$ cat config.mk
export PLATFORM = sky130hd
export DESIGN_NAME = reg_access_ctrl
export DESIGN_NICKNAME = d
export VERILOG_FILES = /design/src/rtl/reg_access_pkg.sv /design/src/rtl/reg_access_alu.sv /design/src/rtl/reg_access_ctrl.sv
export SDC_FILE = /design/constraint.sdc
export NUM_CORES = 1
export LEC_CHECK = 0
export CORE_MARGIN = 5
export CORE_UTILIZATION = 55
export CTS_BUF_LIST = sky130_fd_sc_hd__clkbuf_8 sky130_fd_sc_hd__clkbuf_16
export CTS_CLUSTER_SIZE = 16
export DETAILED_ROUTE_END_ITERATION = 16
export DONT_BUFFER_PORTS = 1
export GPL_TIMING_DRIVEN = 1
export HOLD_SLACK_MARGIN = 0.08
export PLACE_DENSITY = 0.71
export SLEW_MARGIN = 20
export SYNTH_ARGS = -nofsm -noshare
export SYNTH_HDL_FRONTEND = slang
export SYNTH_SLANG_ARGS = --single-unit
$ cat constraint.sdc
create_clock -name clk -period 2.5 [get_ports clk]
set_input_delay 0.25 -clock clk [delete_from_list [all_inputs] [get_ports clk]]
set_output_delay 0.25 -clock clk [all_outputs]
set_load 0.01 [all_outputs]
$ cat src/rtl/reg_access_pkg.sv
// Shared definitions for the register-extern request controller.
//   op_e      : request operation encodings
//   state_e   : controller FSM states
//   RAM_RD_LAT: BRAM read latency (enable to registered output)
package reg_access_pkg;

    typedef enum logic [1:0] {
        OP_READ  = 2'b00,
        OP_WRITE = 2'b01,
        OP_ADD   = 2'b10,
        OP_RSVD  = 2'b11
    } op_e;

    typedef enum logic [2:0] {
        IDLE,
        ISSUE,
        LATCH,
        CAPTURE,
        WRITE,
        RESP
    } state_e;

    localparam int RAM_RD_LAT = 2;

endpackage

$ cat src/rtl/reg_access_alu.sv
// Combinational adder for fetch-and-add.
//   a   : current register value (BRAM output)
//   b   : addend
//   sum : value to store back
// Build option REG_ACCESS_SATURATE_EN: unsigned overflow clamps to all-ones.
// Without it the sum wraps modulo 2**WIDTH.
module reg_access_alu import reg_access_pkg::*; #(
    parameter int WIDTH = 32
) (
    input  logic [WIDTH-1:0] a,
    input  logic [WIDTH-1:0] b,
    output logic [WIDTH-1:0] sum
);

`ifdef REG_ACCESS_SATURATE_EN
    logic [WIDTH:0] full;

    assign full = {1'b0, a} + {1'b0, b};
    assign sum  = full[WIDTH] ? {WIDTH{1'b1}} : full[WIDTH-1:0];
`else
    assign sum = a + b;
`endif

endmodule

$ cat src/rtl/reg_access_ctrl.sv
// Request-side controller for the register-extern single-port BRAM
// (2-cycle read latency, registered output). One request at a time;
// read, write and fetch-and-add; one response per request.
//   clk, rst                  : clock, synchronous active-high reset
//   req_valid/ready/op/addr/data : request handshake
//   resp_valid/ready/data/err : response handshake
//   ram_en/we/regce/rst/addr/din : BRAM controls, ram_dout : BRAM output
// Build option REG_ACCESS_SATURATE_EN selects saturating fetch-and-add.
//
//   state   | meaning
//   IDLE    | ready for a request; after a handshake, waits out the issue delay
//   ISSUE   | BRAM enable with read address
//   LATCH   | BRAM output-register enable
//   CAPTURE | ram_dout valid: capture read value, compute sum for add
//   WRITE   | BRAM write of request data or sum
//   RESP    | response presented until resp_ready
module reg_access_ctrl import reg_access_pkg::*; #(
    parameter int L2_DEPTH = 8,
    parameter int WIDTH    = 32
) (
    input  logic                clk,
    input  logic                rst,
    input  logic                req_valid,
    output logic                req_ready,
    input  logic [1:0]          req_op,
    input  logic [L2_DEPTH-1:0] req_addr,
    input  logic [WIDTH-1:0]    req_data,
    output logic                resp_valid,
    input  logic                resp_ready,
    output logic [WIDTH-1:0]    resp_data,
    output logic                resp_err,
    output logic                ram_en,
    output logic                ram_we,
    output logic                ram_regce,
    output logic                ram_rst,
    output logic [L2_DEPTH-1:0] ram_addr,
    output logic [WIDTH-1:0]    ram_din,
    input  logic [WIDTH-1:0]    ram_dout
);

    state_e              state;
    op_e                 op_q;
    logic [L2_DEPTH-1:0] addr_q;
    logic [WIDTH-1:0]    data_q;
    logic [1:0]          dly;
    logic                rdy_q;
    logic                en_q;
    logic                we_q;
    logic                regce_q;
    logic [WIDTH-1:0]    sum;

    reg_access_alu #(.WIDTH(WIDTH)) u_alu (
        .a   (ram_dout),
        .b   (data_q),
        .sum (sum)
    );

    // Reset gates the strobes immediately so a WRITE cycle hit by reset
    // never reaches the array.
    assign req_ready = rdy_q & ~rst;
    assign ram_en    = en_q & ~rst;
    assign ram_we    = we_q & ~rst;
    assign ram_regce = regce_q & ~rst;
    assign ram_rst   = rst;

    always_ff @(posedge clk) begin
        if (rst) begin
            state      <= IDLE;
            op_q       <= OP_READ;
            addr_q     <= '0;
            data_q     <= '0;
            dly        <= '0;
            rdy_q      <= 1'b1;
            en_q       <= 1'b0;
            we_q       <= 1'b0;
            regce_q    <= 1'b0;
            ram_addr   <= '0;
            ram_din    <= '0;
            resp_valid <= 1'b0;
            resp_data  <= '0;
            resp_err   <= 1'b0;
        end else begin
            case (state)
                IDLE: begin
                    if (rdy_q) begin
                        if (req_valid) begin
                            op_q   <= op_e'(req_op);
                            addr_q <= req_addr;
                            data_q <= req_data;
                            rdy_q  <= 1'b0;
                            // The error path takes one extra cycle so a reserved
                            // op answers with the same latency as a write.
                            dly    <= (op_e'(req_op) == OP_RSVD) ? 2'd2 : 2'd1;
                        end
                    end else if (dly == 2'd1) begin
                        case (op_q)
                            OP_READ, OP_ADD: begin
                                state    <= ISSUE;
                                en_q     <= 1'b1;
                                ram_addr <= addr_q;
                            end
                            OP_WRITE: begin
                                state     <= WRITE;
                                en_q      <= 1'b1;
                                we_q      <= 1'b1;
                                ram_addr  <= addr_q;
                                ram_din   <= data_q;
                                resp_data <= data_q;
                            end
                            default: begin
                                state      <= RESP;
                                resp_valid <= 1'b1;
                                resp_err   <= 1'b1;
                                resp_data  <= '0;
                            end
                        endcase
                    end else begin
                        dly <= dly - 2'd1;
                    end
                end
                ISSUE: begin
                    en_q    <= 1'b0;
                    regce_q <= 1'b1;
                    state   <= LATCH;
                end
                LATCH: begin
                    regce_q <= 1'b0;
                    state   <= CAPTURE;
                end
                CAPTURE: begin
                    resp_data <= ram_dout;
                    if (op_q == OP_ADD) begin
                        state   <= WRITE;
                        en_q    <= 1'b1;
                        we_q    <= 1'b1;
                        ram_din <= sum;
                    end else begin
                        state      <= RESP;
                        resp_valid <= 1'b1;
                    end
                end
                WRITE: begin
                    en_q       <= 1'b0;
                    we_q       <= 1'b0;
                    state      <= RESP;
                    resp_valid <= 1'b1;
                end
                RESP: begin
                    if (resp_ready) begin
                        resp_valid <= 1'b0;
                        resp_err   <= 1'b0;
                        rdy_q      <= 1'b1;
                        state      <= IDLE;
                    end
                end
                default: begin
                    state <= IDLE;
                    rdy_q <= 1'b1;
                end
            endcase
        end
    end

endmodule

==> After elaboration in Yosys (flattened, before gate mapping) <==
Index checks and enable logic that the tools add are counted.
{ "totals": {"reg_bits": 125, "output_inout_bits": 79, "input_bits": 78, "elab_cells": 106} }
{ "classes": {"addsub": 2, "reduce_logical": 23, "n_eq_ne": 20, "mux": 40, "bitwise_logic": 7} }
{ "ops": {"columns": ["op", "n"], "rows": [
  ["$mux 32", 6],
  ["$pmux 32 s2", 3],
  ["$add 32x32->32", 1],
  ["$ne 2x2->1 const B", 10],
  ["$reduce_and 5->1", 4],
  ["$pmux 3 s6", 1],
  ["$mux 1", 16],
  ["$mux 3", 3],
  ["$pmux 1 s3", 3],
  ["$reduce_and 3->1", 3],
  ["$mux 2", 4],
  ["$reduce_and 4->1", 2],
  ["$eq 3x2->1 const B", 2],
  ["$eq 3x3->1 const B", 2],
  ["$pmux 3 s2", 1],
  ["$reduce_and 6->1", 1],
  ["$reduce_bool 2->1", 3],
  ["$reduce_bool 3->1", 2],
  ["$and 1x1->1", 4],
  ["$eq 2x1->1 const B", 2],
  ["$eq 2x2->1 const B", 2],
  ["$pmux 1 s2", 2],
  ["$pmux 1 s4", 1],
  ["$reduce_bool 4->1", 1],
  ["other kinds (10)", 13]
]} }

==> Logic depth before layout (Yosys ltp) <==
{ "depth": {"ltp_word": 6, "mapped_depth": 11, "depth_no_buf": 10} }

==> Cells and area by module <==
Synthesis repeated with hierarchy kept, for this count alone.
{ "hier_totals": {"cells_unflattened": 933, "hier_area_um2": 7243.2} }
{ "modules_own_cells": {"columns": ["mod", "instances", "area_per_inst_um2", "seq_area_each_um2", "cells_each"], "rows": [
  ["reg_access_ctrl", 1, 5381.4, 2502.4, 662],
  ["reg_access_alu", 1, 1861.8, 0.0, 271]
]} }

==> Least setup slack after synthesis <==
No wires, ideal clock.
{ "synth_timing": {"path_kind": "register to register", "from": "reg data_q[0]", "to": "reg ram_din[26]", "arrival_time_ns": 2.491, "path_buffers": 1, "path_stages_with_launch": 12, "setup_slack_ns": -0.095, "t_required_ns": 2.397, "setup_time_ns": 0.103, "period_less_slack_ns": 2.595, "path_cell_list": "dfxtp_1 -> ha_1 -> fa_1 -> a21o_2 -> a31oi_1 -> or4_1 -> buf_2 -> a2111oi_4 -> o31ai_1 -> nand2_1 -> xnor2_1 -> a2111oi_2"} }
{ "synth_via": {"elab_chain_cells": 3} }
{ "synth_rtl": {"columns": ["item", "line_no", "rtl"], "rows": [
  ["start, declared", "reg_access_ctrl.sv:44", "logic [WIDTH-1:0] data_q;"],
  ["start signal, assigned", "reg_access_ctrl.sv:89", "data_q <= req_data;"],
  ["$add 32x32->32", "reg_access_alu.sv:21", "assign sum = a + b;"],
  ["$mux 32", "reg_access_ctrl.sv:132", "if (op_q == OP_ADD) begin"],
  ["$pmux 32 s2", "reg_access_ctrl.sv:83", "case (state)"],
  ["end signal, assigned", "reg_access_ctrl.sv:107", "ram_din <= data_q;"],
  ["end signal, assigned", "reg_access_ctrl.sv:136", "ram_din <= sum;"],
  ["end, declared", "reg_access_ctrl.sv:37", "output logic [WIDTH-1:0] ram_din,"]
]} }
No other way between the ends. The select of a mux whose other input is x is not followed.
A chain may end at the register's enable or synchronous reset.

==> Final worst setup path <==
{ "layout_timing": {"from": "reg data_q[2]", "to": "reg ram_din[29]"} }
The elaborated chain is that of the path after synthesis.

==> impl_metrics.tcl <==
set metrics [dict create \
    area_growth_pct 34.27 \
    synth_fa_ha_area_share_pct 6.164 \
    max-slew-margin-rel_pct 35.42 \
    rsz0062_at_grt "true" \
    maxCapViolCount 0 \
    synth.most_common_cell "nand2_1" \
    synth-compound-area-share_pct 25.50 \
    p_per_area_nw_per_um2 922.4 \
    n_antenna_cell 0 \
    path_cells "ha_4 -> buf_6 -> o211ai_1 -> o211ai_1 -> o21ai_1 -> o21a_1 -> o31a_1 -> o21ai_2 -> or4b_1 -> o311ai_1" \
    hold_class "input port to flip-flop" \
    syn_area_sq_um 6820 \
    ios 157 \
    track_usage_pct 30.09 \
    syn-num-nets 1003 \
    drc_errors 0 \
    setup_slack_ns -0.03760 \
    clk_path_buf_depth 2 \
    synth_xor_area_share_pct 2.568 \
    muxShareOfSynthArea_pct 1.321 \
    port_buffers 0 \
    die_h_um 121.4 \
    period_minus_slack_ns 2.538 \
    netlist-cell-type-count 63 \
    synth_area_per_cell_sq_um 7.646 \
    final_cells 1189 \
    use_met2_pct 50.88 \
    clock-sinks 125 \
    hold_viol 0 \
    synth_largest_area_cell "dfxtp_1" \
    fillCellCount 862 \
    cp_common_cell "o211ai_1" \
    cts-htree-levels 4 \
    gr-usage-met3_pct 8.718 \
    dp_hpwl_um 15050 \
    design_area_sq_um 9158 \
    drive_gt1_share_pct 18.22 \
    die_area_sq_um 14730 \
    postRouteAntennaNets 0 \
    clock_skew_ns 0.01041 \
    crit_buf_inv 1 \
    place_inst 1073 \
    setup_viol 3 \
    core_sq_um 12060 \
    synthTopCellsByArea "dfxtp_1 37%, nand2_1 8.6%, a21oi_1 7.3%" \
    clock_latency_ns 0.43 \
    final_nets 1119 \
    dpl-instance-area_sq_um 7431 \
    violations "setup timing" \
    cp_max_fo 3 \
    worst-endpoint-arrival_ns 2.86 \
    synth_edf_count 0 \
    drt-initial-drc-count 692 \
    vias 7503 \
    worstMarginPinSlew_ns 0.9622 \
    p_leak_nw 3.757 \
    grt_pass1_vias 7191 \
    cts_buffers 17 \
    power.total_mw 8.447 \
    endpoint_kind "flip-flop" \
    synth_top_family_by_area "compound AO/OA/AOI/OAI gates" \
    grt_busiest_layer "met2" \
    cp_data_required_time_ns 2.83 \
    yosysWarnings 0 \
    grt_start_max_net_pins 132 \
    cts_root_buf "clkbuf_16" \
    preCtsSetupSlack_ns -0.3241 \
    period_share_pct 101.5 \
    synthArstFlopShare_pct 0 \
    synth_cells 892 \
    path_class "flip-flop to flip-flop" \
    yosysTopAreaCellShare_pct 36.69 \
    startpoint_type "flip-flop" \
    antenna_found_initial 0 \
    maxSlewViolCount 0 \
    grt_pass1_wl_um 35630 \
    ir_drop_uv 785.5 \
    cts_tree "built" \
    firstDrtPassIters 5 \
    gp_congestion 0.9611 \
    max_freq_mhz 394.1 \
    clk_pin_slew_ns 0.06 \
    synth_seq_area_share_pct 36.69 \
    vias_per_cell 6.310 \
    outcome "finished with violations" \
    num_rows 40 \
    ys_top_cells_by_count "157 x nand2_1, 125 x dfxtp_1, 100 x a21oi_1, 96 x nor2_1, 55 x clkbuf_1" \
    slowest_stage "or4b_1" \
    critPathMaxStageDelay_ns 0.50 \
    synth-simple-area-share_pct 23.08 \
    crit_family "compound AO/OA/AOI/OAI gates" \
    wl_per_cell_um 19.98 \
    holdWs_ns 0.04215 \
    ys.flop_type "dfxtp_1" \
    drt-total-wl_um 23750 \
    met1_usage_pct 35.71 \
    start_util_pct 56.55 \
    grt_overflow 0 \
    ys_seq_elements 125 \
    die_w_um 121.4 \
]
==> power by group <==
group | switching (mW) | internal (mW) | leakage [nW]
registers | 0.325 | 2.30 | 1.02
logic | 1.85 | 1.54 | 2.46
clock network | 1.02 | 1.40 | 0.281
==> metrics by stage <==
step                      utilization [%]  TNS [ns]
after global placement              61.61   -0.9035
after global routing                75.92   -0.6037
after floorplan                         -         0
after CTS                           72.32  -0.09946
after detailed placement            61.61    -1.825
final                               75.92  -0.07700
==> cell type report <==
cell class                      count  area [sq um]  area share [%]
Clock inverter                     15         153.9           1.681
Clock buffer                       17         425.4           4.645
Inverter                           14         52.55          0.5738
Tap cell                          168         210.2           2.295
Multi-Input combinational cell    685          4327           47.25
Timing Repair Buffer              165          1476           16.12
Sequential cell                   125          2512           27.44
==> per-layer routing <==
metal / share of wire [%] / wire, um
met5: 0 / 0
met4: 3.3 / 773
met3: 9.5 / 2258
met2: 47 / 11270
met1: 40 / 9448
==> worst paths after layout <==
| check | from | to | slack (ns) | cells past startpoint |
|---|---|---|---|---|
| setup / recovery | data_q[2]$_SDFFE_PP0P_ | ram_din[29]$_SDFFE_PP0P_ | -0.04 | 10 |
| setup reg to reg | data_q[2]$_SDFFE_PP0P_ | ram_din[29]$_SDFFE_PP0P_ | -0.04 | 10 |
| hold reg to reg | addr_q[3]$_SDFFE_PP0P_ | ram_addr[3]$_SDFFE_PP0P_ | 0.51 | 2 |
| hold / removal | rst | ram_din[24]$_SDFFE_PP0P_ | 0.04 | 3 |
==> kinds of logic after synthesis <==
| family | Yosys count |
|---|---|
| and+or+nand+nor | 361 |
| AOI/OAI and AO/OA | 262 |
| DFF | 125 |
| buffers and inverters | 82 |
| adders and majority gates | 33 |
| xor gates and xnor gates | 20 |
| muxes | 9 |
==> layout by cell type (no fill, tap or decap), drive strengths merged, types with 21 or more instances in the layout <==
cell type	Yosys	layout
nor2	96	96
nor3	51	51
dlygate4sd3	0	71
a221oi	35	35
inv	14	21
dfxtp	125	125
ha	32	32
nand2	157	157
o21ai	37	37
a21oi	100	100
buf	13	94
==> what timing repair did <==
item	in CTS	in global routing
hold endpoints to repair	125	61
hold buffers	63	9
setup buffers	2	10
pin swaps	8	28
setup endpoints to repair	13	50
resized for setup	16	54
==> sequential cells by signal (all words and copies together), names as in the netlist, 2 cells and up <==
signal and flops:
resp_data 32, ram_din 32, addr_q 8, op_q 2
dly 2, ram_addr 8, state 3, data_q 32
==> worst reg2reg max path, stage by stage (launching register included) <==
cell and delay [ns]:
dfxtp_2 0.34, ha_4 0.25, buf_6 0.12, o211ai_1 0.22
o211ai_1 0.19, o21ai_1 0.21, o21a_1 0.19, o31a_1 0.22
o21ai_2 0.10, or4b_1 0.50, o311ai_1 0.10
(Power assumes the default switching activity.)
